$ cat src/rtl/can_pkg.sv
// Shared CAN definitions used by the receive core, the transmitter and the CRC
// block: FSM state encoding, field widths, CRC polynomial and bus timing lengths.
package can_pkg;

   typedef enum logic [3:0] {
      ST_IDLE,
      ST_ARB,
      ST_CTRL,
      ST_DATA,
      ST_CRC,
      ST_CRC_DEL,
      ST_ACK_SLOT,
      ST_ACK_DEL,
      ST_EOF,
      ST_ERR
   } can_state_t;

   localparam int ID_W  = 11;
   localparam int DLC_W = 4;
   localparam int CRC_W = 15;

   localparam logic [CRC_W-1:0] CRC_POLY = 15'h4599;

   localparam int STUFF_LIMIT = 5;
   localparam int EOF_LEN     = 7;
   localparam int IDLE_LEN    = 11;

   // Number of payload bits carried by a frame: none for remote frames,
   // otherwise DLC bytes capped at eight.
   function automatic logic [6:0] data_bits(input logic rtr, input logic [DLC_W-1:0] dlc);
      if (rtr)
         return 7'd0;
      else if (dlc > 4'd8)
         return 7'd64;
      else
         return {dlc, 3'b000};
   endfunction

endpackage

$ cat src/rtl/can_rx_core_if.sv
// Bus-side and delivery-side signals of the CAN receive core.
//   baud_clk  : one-clk sample strobe per bit time
//   CAN_RX    : raw bus level (0 = dominant)
//   ack_drive : request to drive the ACK slot dominant
//   rx_*      : last delivered frame and its one-clk valid pulse
//   stuff_err, crc_err, form_err : one-clk error pulses
//   busy      : receiver is inside a frame or error recovery
// master = bus/host side, slave = receive core.
interface can_rx_core_if;
   import can_pkg::*;

   logic             baud_clk;
   logic             CAN_RX;
   logic             ack_drive;
   logic [ID_W-1:0]  rx_id;
   logic             rx_rtr;
   logic [DLC_W-1:0] rx_dlc;
   logic [63:0]      rx_data;
   logic             rx_valid;
   logic             stuff_err;
   logic             crc_err;
   logic             form_err;
   logic             busy;

   modport master (
      output baud_clk, CAN_RX,
      input  ack_drive, rx_id, rx_rtr, rx_dlc, rx_data, rx_valid,
      input  stuff_err, crc_err, form_err, busy
   );

   modport slave (
      input  baud_clk, CAN_RX,
      output ack_drive, rx_id, rx_rtr, rx_dlc, rx_data, rx_valid,
      output stuff_err, crc_err, form_err, busy
   );

endinterface

$ cat src/rtl/can_crc15.sv
// CAN CRC-15 (polynomial 0x4599, initial value 0), one bit per enabled clk.
//   clk, RESET : clock and asynchronous active-low reset
//   clear      : synchronous return to the initial value (wins over enable)
//   enable     : fold bit_in into the running CRC
//   crc        : current CRC register
module can_crc15
   import can_pkg::*;
(
   input  logic             clk,
   input  logic             RESET,
   input  logic             clear,
   input  logic             enable,
   input  logic             bit_in,
   output logic [CRC_W-1:0] crc
);

   logic fb;

   assign fb = bit_in ^ crc[CRC_W-1];

   always_ff @(posedge clk or negedge RESET) begin
      if (!RESET)
         crc <= '0;
      else if (clear)
         crc <= '0;
      else if (enable)
         crc <= {crc[CRC_W-2:0], 1'b0} ^ (fb ? CRC_POLY : '0);
   end

endmodule

$ cat src/rtl/can_rx_core.sv
// CAN 2.0A (standard identifier) receive core: bus synchronizer, de-stuffing,
// frame field decode, CRC-15 check, ACK request, acceptance filter and
// error detection with 11-bit recessive recovery.
//   clk   : system clock
//   RESET : asynchronous active-low reset
//   bus   : can_rx_core_if.slave (sample strobe, bus level, outputs)
module can_rx_core
   import can_pkg::*;
#(
   parameter logic [ID_W-1:0] ADDRESS    = 11'h25,
   parameter bit              ACCEPT_ALL = 1'b0
) (
   input logic          clk,
   input logic          RESET,
   can_rx_core_if.slave bus
);

   localparam logic [2:0] STUFF_CNT = 3'(STUFF_LIMIT);
   localparam logic [6:0] ARB_LAST  = 7'(ID_W);          // ID bits 0..10, RTR at 11
   localparam logic [6:0] CTRL_LAST = 7'(2 + DLC_W - 1); // IDE, r0, DLC[3:0]
   localparam logic [6:0] CRC_LAST  = 7'(CRC_W - 1);
   localparam logic [6:0] EOF_LAST  = 7'(EOF_LEN - 1);
   localparam logic [6:0] IDLE_LAST = 7'(IDLE_LEN - 1);

   can_state_t       state;
   logic             sync_p0, sync_p1;
   logic [6:0]       bit_cnt;
   logic             last_bit;
   logic [2:0]       same_cnt;
   logic [ID_W-1:0]  id_sr;
   logic             rtr_r;
   logic [DLC_W-1:0] dlc_sr;
   logic [6:0]       nbits;
   logic [63:0]      data_sr;
   logic [CRC_W-1:0] crc_sr;
   logic [CRC_W-1:0] crc_calc;

   logic             ack_drive_r, rx_valid_r, stuff_err_r, crc_err_r, form_err_r;
   logic [ID_W-1:0]  rx_id_r;
   logic             rx_rtr_r;
   logic [DLC_W-1:0] rx_dlc_r;
   logic [63:0]      rx_data_r;

   logic             samp, rx_bit, stuff_zone, stuff_bit, crc_en;
   logic [5:0]       data_idx;
   logic [6:0]       nbits_next;

   assign samp       = bus.baud_clk;
   assign rx_bit     = sync_p1;
   assign stuff_zone = (state == ST_ARB) || (state == ST_CTRL) ||
                       (state == ST_DATA) || (state == ST_CRC);
   // After five equal bits the next one is a stuff bit, not frame content.
   assign stuff_bit  = stuff_zone && (same_cnt == STUFF_CNT);
   // SOF is dominant and the CRC starts at 0, so folding it in is a no-op;
   // only ARB/CTRL/DATA content bits need to reach the CRC.
   assign crc_en     = samp && !stuff_bit &&
                       ((state == ST_ARB) || (state == ST_CTRL) || (state == ST_DATA));
   // First payload bit lands in bit 63 (63 - n == ~n on six bits).
   assign data_idx   = ~bit_cnt[5:0];
   assign nbits_next = data_bits(rtr_r, {dlc_sr[DLC_W-2:0], rx_bit});

   can_crc15 u_crc (
      .clk    (clk),
      .RESET  (RESET),
      .clear  (state == ST_IDLE),
      .enable (crc_en),
      .bit_in (rx_bit),
      .crc    (crc_calc)
   );

   always_ff @(posedge clk or negedge RESET) begin
      if (!RESET) begin
         state       <= ST_IDLE;
         sync_p0     <= 1'b0;
         sync_p1     <= 1'b0;
         bit_cnt     <= '0;
         last_bit    <= 1'b0;
         same_cnt    <= '0;
         id_sr       <= '0;
         rtr_r       <= 1'b0;
         dlc_sr      <= '0;
         nbits       <= '0;
         data_sr     <= '0;
         crc_sr      <= '0;
         ack_drive_r <= 1'b0;
         rx_valid_r  <= 1'b0;
         stuff_err_r <= 1'b0;
         crc_err_r   <= 1'b0;
         form_err_r  <= 1'b0;
         rx_id_r     <= '0;
         rx_rtr_r    <= 1'b0;
         rx_dlc_r    <= '0;
         rx_data_r   <= '0;
      end else begin
         // Synchronizer stage boundary: p0 -> p1
         sync_p0     <= bus.CAN_RX;
         sync_p1     <= sync_p0;
         rx_valid_r  <= 1'b0;
         stuff_err_r <= 1'b0;
         crc_err_r   <= 1'b0;
         form_err_r  <= 1'b0;

         if (samp) begin
            // Run-length tracking also covers stuff bits: a stuff bit starts a new run.
            if (stuff_zone) begin
               if (rx_bit == last_bit) begin
                  same_cnt <= same_cnt + 3'd1;
               end else begin
                  same_cnt <= 3'd1;
                  last_bit <= rx_bit;
               end
            end

            if (stuff_bit) begin
               if (rx_bit == last_bit) begin
                  stuff_err_r <= 1'b1;
                  state       <= ST_ERR;
                  bit_cnt     <= '0;
               end
            end else begin
               case (state)
                  ST_IDLE: begin
                     if (!rx_bit) begin
                        state    <= ST_ARB;
                        bit_cnt  <= '0;
                        last_bit <= 1'b0;
                        same_cnt <= 3'd1;
                        data_sr  <= '0;
                     end
                  end
                  ST_ARB: begin
                     if (bit_cnt < ARB_LAST)
                        id_sr <= {id_sr[ID_W-2:0], rx_bit};
                     else
                        rtr_r <= rx_bit;
                     if (bit_cnt == ARB_LAST) begin
                        state   <= ST_CTRL;
                        bit_cnt <= '0;
                     end else begin
                        bit_cnt <= bit_cnt + 7'd1;
                     end
                  end
                  ST_CTRL: begin
                     if (bit_cnt == 7'd0 && rx_bit) begin
                        form_err_r <= 1'b1;
                        state      <= ST_ERR;
                        bit_cnt    <= '0;
                     end else begin
                        if (bit_cnt >= 7'd2)
                           dlc_sr <= {dlc_sr[DLC_W-2:0], rx_bit};
                        if (bit_cnt == CTRL_LAST) begin
                           nbits   <= nbits_next;
                           state   <= (nbits_next == 7'd0) ? ST_CRC : ST_DATA;
                           bit_cnt <= '0;
                        end else begin
                           bit_cnt <= bit_cnt + 7'd1;
                        end
                     end
                  end
                  ST_DATA: begin
                     data_sr[data_idx] <= rx_bit;
                     if (bit_cnt == nbits - 7'd1) begin
                        state   <= ST_CRC;
                        bit_cnt <= '0;
                     end else begin
                        bit_cnt <= bit_cnt + 7'd1;
                     end
                  end
                  ST_CRC: begin
                     crc_sr <= {crc_sr[CRC_W-2:0], rx_bit};
                     if (bit_cnt == CRC_LAST) begin
                        state   <= ST_CRC_DEL;
                        bit_cnt <= '0;
                     end else begin
                        bit_cnt <= bit_cnt + 7'd1;
                     end
                  end
                  ST_CRC_DEL: begin
                     // A bad delimiter is reported instead of the CRC result.
                     if (!rx_bit) begin
                        form_err_r <= 1'b1;
                        state      <= ST_ERR;
                     end else if (crc_sr != crc_calc) begin
                        crc_err_r <= 1'b1;
                        state     <= ST_ERR;
                     end else begin
                        ack_drive_r <= 1'b1;
                        state       <= ST_ACK_SLOT;
                     end
                     bit_cnt <= '0;
                  end
                  ST_ACK_SLOT: begin
                     ack_drive_r <= 1'b0;
                     state       <= ST_ACK_DEL;
                  end
                  ST_ACK_DEL: begin
                     if (!rx_bit) begin
                        form_err_r <= 1'b1;
                        state      <= ST_ERR;
                     end else begin
                        state <= ST_EOF;
                     end
                     bit_cnt <= '0;
                  end
                  ST_EOF: begin
                     if (!rx_bit) begin
                        form_err_r <= 1'b1;
                        state      <= ST_ERR;
                        bit_cnt    <= '0;
                     end else if (bit_cnt == EOF_LAST) begin
                        state <= ST_IDLE;
                        if (ACCEPT_ALL || id_sr == ADDRESS) begin
                           rx_id_r    <= id_sr;
                           rx_rtr_r   <= rtr_r;
                           rx_dlc_r   <= dlc_sr;
                           rx_data_r  <= data_sr;
                           rx_valid_r <= 1'b1;
                        end
                     end else begin
                        bit_cnt <= bit_cnt + 7'd1;
                     end
                  end
                  ST_ERR: begin
                     if (!rx_bit)
                        bit_cnt <= '0;
                     else if (bit_cnt == IDLE_LAST)
                        state <= ST_IDLE;
                     else
                        bit_cnt <= bit_cnt + 7'd1;
                  end
                  default: state <= ST_IDLE;
               endcase
            end
         end
      end
   end

   assign bus.ack_drive = ack_drive_r;
   assign bus.rx_id     = rx_id_r;
   assign bus.rx_rtr    = rx_rtr_r;
   assign bus.rx_dlc    = rx_dlc_r;
   assign bus.rx_data   = rx_data_r;
   assign bus.rx_valid  = rx_valid_r;
   assign bus.stuff_err = stuff_err_r;
   assign bus.crc_err   = crc_err_r;
   assign bus.form_err  = form_err_r;
   assign bus.busy      = (state != ST_IDLE);

endmodule

$ cat src/flat_wrapper.sv
// flat-port wrapper written by rule: the top's interface ports become plain ports
module can_rx_core_flat import can_pkg::*;
#(
   parameter logic [ID_W-1:0] ADDRESS    = 11'h25,
   parameter bit              ACCEPT_ALL = 1'b0
)
  (clk, RESET, bus_baud_clk, bus_CAN_RX, bus_ack_drive, bus_rx_id, bus_rx_rtr, bus_rx_dlc, bus_rx_data, bus_rx_valid, bus_stuff_err, bus_crc_err, bus_form_err, bus_busy);
  can_rx_core_if bus_i ();
  input logic clk;
  input logic RESET;
  input wire logic [$bits(bus_i.baud_clk)-1:0] bus_baud_clk;
  input wire logic [$bits(bus_i.CAN_RX)-1:0] bus_CAN_RX;
  output wire logic [$bits(bus_i.ack_drive)-1:0] bus_ack_drive;
  output wire logic [$bits(bus_i.rx_id)-1:0] bus_rx_id;
  output wire logic [$bits(bus_i.rx_rtr)-1:0] bus_rx_rtr;
  output wire logic [$bits(bus_i.rx_dlc)-1:0] bus_rx_dlc;
  output wire logic [$bits(bus_i.rx_data)-1:0] bus_rx_data;
  output wire logic [$bits(bus_i.rx_valid)-1:0] bus_rx_valid;
  output wire logic [$bits(bus_i.stuff_err)-1:0] bus_stuff_err;
  output wire logic [$bits(bus_i.crc_err)-1:0] bus_crc_err;
  output wire logic [$bits(bus_i.form_err)-1:0] bus_form_err;
  output wire logic [$bits(bus_i.busy)-1:0] bus_busy;
  assign bus_i.baud_clk = bus_baud_clk;
  assign bus_i.CAN_RX = bus_CAN_RX;
  assign bus_ack_drive = bus_i.ack_drive;
  assign bus_rx_id = bus_i.rx_id;
  assign bus_rx_rtr = bus_i.rx_rtr;
  assign bus_rx_dlc = bus_i.rx_dlc;
  assign bus_rx_data = bus_i.rx_data;
  assign bus_rx_valid = bus_i.rx_valid;
  assign bus_stuff_err = bus_i.stuff_err;
  assign bus_crc_err = bus_i.crc_err;
  assign bus_form_err = bus_i.form_err;
  assign bus_busy = bus_i.busy;
  can_rx_core #(.ADDRESS(ADDRESS), .ACCEPT_ALL(ACCEPT_ALL)) u_core (.clk(clk), .RESET(RESET), .bus(bus_i));
endmodule
$ cat config.mk
export PLATFORM = sky130hd
export DESIGN_NAME = can_rx_core_flat
export DESIGN_NICKNAME = d
export VERILOG_FILES = /design/src/rtl/can_pkg.sv /design/src/rtl/can_rx_core_if.sv /design/src/rtl/can_crc15.sv /design/src/rtl/can_rx_core.sv /design/src/flat_wrapper.sv
export SDC_FILE = /design/constraint.sdc
export NUM_CORES = 1
export LEC_CHECK = 0
export CAP_MARGIN = 20
export CORE_ASPECT_RATIO = 0.7
export CORE_MARGIN = 10
export CORE_UTILIZATION = 30
export CTS_BUF_LIST = sky130_fd_sc_hd__clkbuf_8 sky130_fd_sc_hd__clkbuf_16
export CTS_CLUSTER_DIAMETER = 40
export DETAILED_ROUTE_END_ITERATION = 8
export DONT_BUFFER_PORTS = 1
export GPL_ROUTABILITY_DRIVEN = 0
export GPL_TIMING_DRIVEN = 0
export PLACE_DENSITY_LB_ADDON = 0.15
export SKIP_LAST_GASP = 1
export SYNTH_ARGS = -nofsm -noshare
export SYNTH_HDL_FRONTEND = slang
export SYNTH_HIERARCHICAL = 1
export SYNTH_SLANG_ARGS = --single-unit
$ cat constraint.sdc
create_clock -name clk -period 6.8 [get_ports clk]
set_input_delay 1.36 -clock clk [delete_from_list [all_inputs] [get_ports clk]]
set_output_delay 1.36 -clock clk [all_outputs]
set_load 0.02 [all_outputs]
# Yosys cells after proc, flatten, opt, wreduce, memory -nomap -nowiden

Index checks and enable logic that the tools add are counted.

Register bits after elaboration: 219
Logic and storage cells: 170

Add/sub/neg operators: 3
$lt $le $gt $ge: 5
Equal/unequal tests: 33
Mux-type cells: 72
Bitwise gates (word level): 6
Reductions and logical operators: 29

Operators by type and width:

| cell                | count |
|---|---|
| $pmux 64 s2         | 1 |
| $mux 7              | 14 |
| $bwmux 64           | 1 |
| $mux 64             | 1 |
| $mux 4              | 14 |
| $pmux 7 s8          | 1 |
| $mux 15             | 3 |
| $pmux 4 s10         | 1 |
| $mux 1              | 27 |
| $eq 7x4->1 const B  | 3 |
| $mux 3              | 6 |
| $eq 4x3->1 const B  | 4 |
| $ne 15x15->1        | 1 |
| $reduce_and 5->1    | 3 |
| $xor 15x15->15      | 1 |
| $eq 7x3->1 const B  | 2 |
| $logic_not 7->1     | 2 |
| $ne 4x4->1 const B  | 3 |
| $reduce_and 4->1    | 3 |
| $reduce_and 6->1    | 2 |
| $eq 11x6->1 const B | 1 |
| $reduce_and 10->1   | 1 |
| $ne 3x2->1 const B  | 3 |
| $reduce_bool 9->1   | 1 |
| 33 further kinds    | 49 |

# Longest topological paths before layout

Word-level depth: 10
Depth in mapped cells: 9
Depth with buffers taken out: 8

# Modules after synthesis

The synthesis kept the hierarchy.

Modules (own cells, without submodules):

| module      | times used | cells each | area an instance (um2) | seq. area each (um2) |
|---|---|---|---|---|
| can_rx_core | 1          | 815        | 9205.1                 | 5029.8 |
| can_crc15   | 1          | 70         | 725.7                  | 375.4 |

# Worst setup path before layout

Ideal clock, no wire load.

Path kind: input to register
Start: input port bus_baud_clk
End: register u_core.rx_data_r[0] (netlist: u_core/bus.rx_data[0])
Library setup time: 0.127 ns
Arrival time: 2.507 ns
Data required time: 6.673 ns
Slack: 4.166 ns
Stages on the path: 5
Path buffers: 1
Cells stage by stage: o41a_4 nand2_2 nor3_4 buf_6 mux2_1

Longest elaborated chain between the ends: 1

RTL lines:

| element                           | RTL line           | RTL |
|---|---|---|
| start: declaration                | flat_wrapper.sv:11 | `input wire logic [$bits(bus_i.baud_clk)-1:0] bus_baud_clk;` |
| $reduce_and 6->1 (no source line) | --                 |  |
| end signal: assignment            | can_rx_core.sv:216 | `rx_data_r <= data_sr;` |
| end: declaration                  | can_rx_core.sv:42  | `logic [63:0] rx_data_r;` |

Every way passes these cells.
A chain may end at the register's enable or synchronous reset.

# Worst setup path after layout

Start: register u_core.bit_cnt[0]
End: register u_core.rx_data_r[19] (netlist: u_core/bus.rx_data[19])

Longest elaborated chain between the ends: 2

RTL lines:

| element                           | RTL line           | RTL |
|---|---|---|
| start: declaration                | can_rx_core.sv:27  | `logic [6:0] bit_cnt;` |
| start signal: assignment          | can_rx_core.sv:140 | `bit_cnt <= bit_cnt + 7'd1;` |
| start signal: assignment          | can_rx_core.sv:156 | `bit_cnt <= bit_cnt + 7'd1;` |
| start signal: assignment          | can_rx_core.sv:166 | `bit_cnt <= bit_cnt + 7'd1;` |
| $eq 7x3->1                        | can_rx_core.sv:210 | `end else if (bit_cnt == EOF_LAST) begin` |
| $reduce_and 6->1 (no source line) | --                 |  |

Every way passes these cells.

==> flow_summary.toml <==
[run_status]
status = "finished clean"

[floorplanning]
core_um2 = 32480
initial_core_util_pct = 30.57
dieArea_um2 = 40900
num_rows = 55
ios = 90
die_height_um = 172.2
die_x_um = 237.5

[clock_network]
cts_root_buf = "clkbuf_16"
clock_sinks = 216
post_cts_buffers = 0
cts_tree = "done"
cts_buffers = 29
cts_resized = 0
holdBufCountCts = 0
clkLatencyLatePin_ns = 0.55
path_clk_slew_ns = 0.06
ctsLongestPathBuffers = 3
cts_htree_levels = 1

[setup_path]
r2r_start = "u_core/bit_cnt[0]$_DFFE_PN0P_"
crit_family = "simple AND/OR/NAND/NOR gates"
path_cells = "buf_2 > inv_2 > ha_1 > nor4b_4 > nand3b_1 > nor3_4 > buf_6 > mux2_1"
crit_path_start = "u_core/bit_cnt[0]$_DFFE_PN0P_"
cp_data_arrival_time_ns = 3.63
crit_type = "reg -> reg"
worstSetupEndpointType = "flip-flop"
crit_slowest_cell = "nor3_4"
critPathMaxStageDelay_ns = 0.80
start_kind = "flip-flop"
cp_max_fo = 11
crit_buf_inv = 3
worstPathRequired_ns = 7.22

[route]
drt-wirelength-per-cell_um = 20.36
drtIter0Drc = 644
vias_per_cell = 5.136
dr.pass1.iters = 5
finalWirelength_mm = 27.90
dr_total_vias = 7037
drtAntennaViolNets = 0
drcViolationCount = 0

[synthesis]
yosysWarnings = 6
synthCells = 885
syn_area_per_cell_um2 = 11.22
synth-main-ff-cell = "dfrtp_1"
ys_seq_area_share_pct = 54.43
ys_types = 79
synth_enable_flop_cells = 0
synth_area_um2 = 9931
ys_ff_latch = 216
synth_fp_nets = 896
async_reset_ff_share_pct = 100.0

[global_routing]
grt_pass1_vias = 6839
antenna_found_initial = 0
grt_pass1_wl_mm = 43.10
track_usage_pct = 13.32
grt_max_degree = 217
grt_overflow = 0

[power_and_ir_drop]
p_seq_share_pct = 37.0
p_comb_share_pct = 24.3
internal-power_mw = 2.633
p_switching_mw = 1.327
pwr-share-clk_pct = 38.7
switching_share_pct = 33.52
power.density_nw_per_um2 = 345.0
leakage_nw = 5.361
irDropWorstVdd_mv = 0.1763

[timing]
setup_ws_ns = 3.590
drv_slew = 0
rsz0062_at_grt = "false"
hold_viol = 0
finalSetupViolCount = 0
slew_headroom_pct = 19.65
finalClockSkew_ns = 0.01456
worst_pin_slew_ns = 1.203
period_minus_slack_ns = 3.210
clock.fmax_mhz = 311.5
fin_crit_sh_pct = 47.20
fin_setup_tns_ns = 0

[min_path]
hold_path_startpoint = "u_core/sync_p0$_DFF_PN0_"
min_path_type = "reg -> reg"

[placement]
post-place-ws_ns = 3.641
port_buffers = 0
dpl.hpwl_mm = 18.91

[finish]
nFillCells = 3274
diodes = 0
drive_gt1_share_pct = 15.80
area_growth_pct = 15.57
mostFrequentLayoutCell = "dfrtp_1"
utilization_pct = 35.34
most-common-layout-cells = "dfrtp_1, o21ai_0, a21oi_1, mux2_1, nor2_1"
register_area_um2 = 5405
fin_nets = 931
multi_input_area_um2 = 4131

[run]
maxCapViolations = 0
-- metrics by stage --
step / cell area, µm² / instances / power [mW] / hold WS [ns]
after floorplan: 9931 / 885 / 2.152 / 0.3312
after global placement: 10470 / 1312 / 2.433 / 0.4404
after detailed placement: 10480 / 1314 / 2.440 / 0.4457
after CTS: 11460 / 1368 / 4.002 / 0.4637
after global routing: 11480 / 1370 / 4.189 / 0.4480
final: 11480 / 1370 / 3.960 / 0.4375
-- power by group through the flow --
stage                     Sequential (mW)  Clock, mW  Combinational [mW]
after detailed placement             1.49          0               0.950
final                                1.47       1.53               0.962
after global routing                 1.48       1.64                1.06
after floorplan                      1.46          0               0.692
after global placement               1.49          0               0.943
after CTS                            1.47       1.58               0.955
-- worst paths after layout --
check	to	slack, ns	cells after the start
worst min register to register	u_core/rx_bit$_DFF_PN0_	0.44	0
worst min-delay path	u_core/rx_bit$_DFF_PN0_	0.44	0
worst max register to register	u_core/bus.rx_data[19]$_DFFE_PN0P_	3.59	8
worst max-delay path	u_core/bus.rx_data[19]$_DFFE_PN0P_	3.59	8
min in group asynchronous	u_core/crc_sr[6]$_DFFE_PN0P_	0.51	0
max in group asynchronous	u_core/id_sr[3]$_DFFE_PN0P_	5.80	0
-- per-layer routing --
metal	part of all wire [%]	track usage (%)
met5	0	0
met1	50	20.21
met4	1.3	2.195
met2	41	18.34
met3	7.0	3.721
-- layout make-up --
type                            instances  share of cell area (%)
Sequential cell                       216                   47.09
Multi-Input combinational cell        592                   36.00
Clock buffer                           31                   6.563
Tap cell                              427                   4.655
Buffer                                 58                   2.856
Clock inverter                         23                   2.017
Inverter                               19                  0.6214
Timing Repair Buffer                    4                  0.1962
-- synth_stat cells (7+ instances only) --
library cell  count  share of area [%]
mux2i_1           8               0.81
buf_2            20                1.0
dfrtp_1         216                 54
nand2_1          31                1.2
a21oi_1          74                3.7
xnor2_1          17                1.5
and3_1            7               0.44
clkbuf_1         15               0.57
mux2_1           69                7.8
mux2_2           30                3.4
buf_6             9                1.0
xor2_1            7               0.62
o21ai_1          11               0.55
nor2b_1          11               0.69
nand3_1          15               0.76
o21ai_0         137                6.9
nor3_1           18               0.91
ha_1              7               0.88
inv_1            17               0.64
nor2_1           45                1.7
-- flip-flops by register name, indices dropped and copies added, names as in the netlist, 3 cells and up --
name,count
u_core/bus.rx_data,64
u_core/data_sr,64
u_core/crc_sr,15
u_core/u_crc/crc,15
u_core/bus.rx_id,11
u_core/id_sr,11
u_core/bit_cnt,7
u_core/bus.rx_dlc,4
u_core/dlc_sr,4
u_core/nbits,4
u_core/state,4
u_core/same_cnt,3
-- cells by family after synthesis --
| group | count (synthesis) | synth area share [%] |
|---|---|---|
| buffers and inverters | 77 | 4.019 |
| AOI/OAI and AO/OA | 269 | 15.81 |
| xor gates and xnor gates | 25 | 2.280 |
| DFF | 216 | 54.43 |
| muxes | 107 | 12.03 |
| adders and majority gates | 7 | 0.8819 |
| and+or+nand+nor | 184 | 10.55 |
No activity file was read; power rests on OpenSTA's default activity.
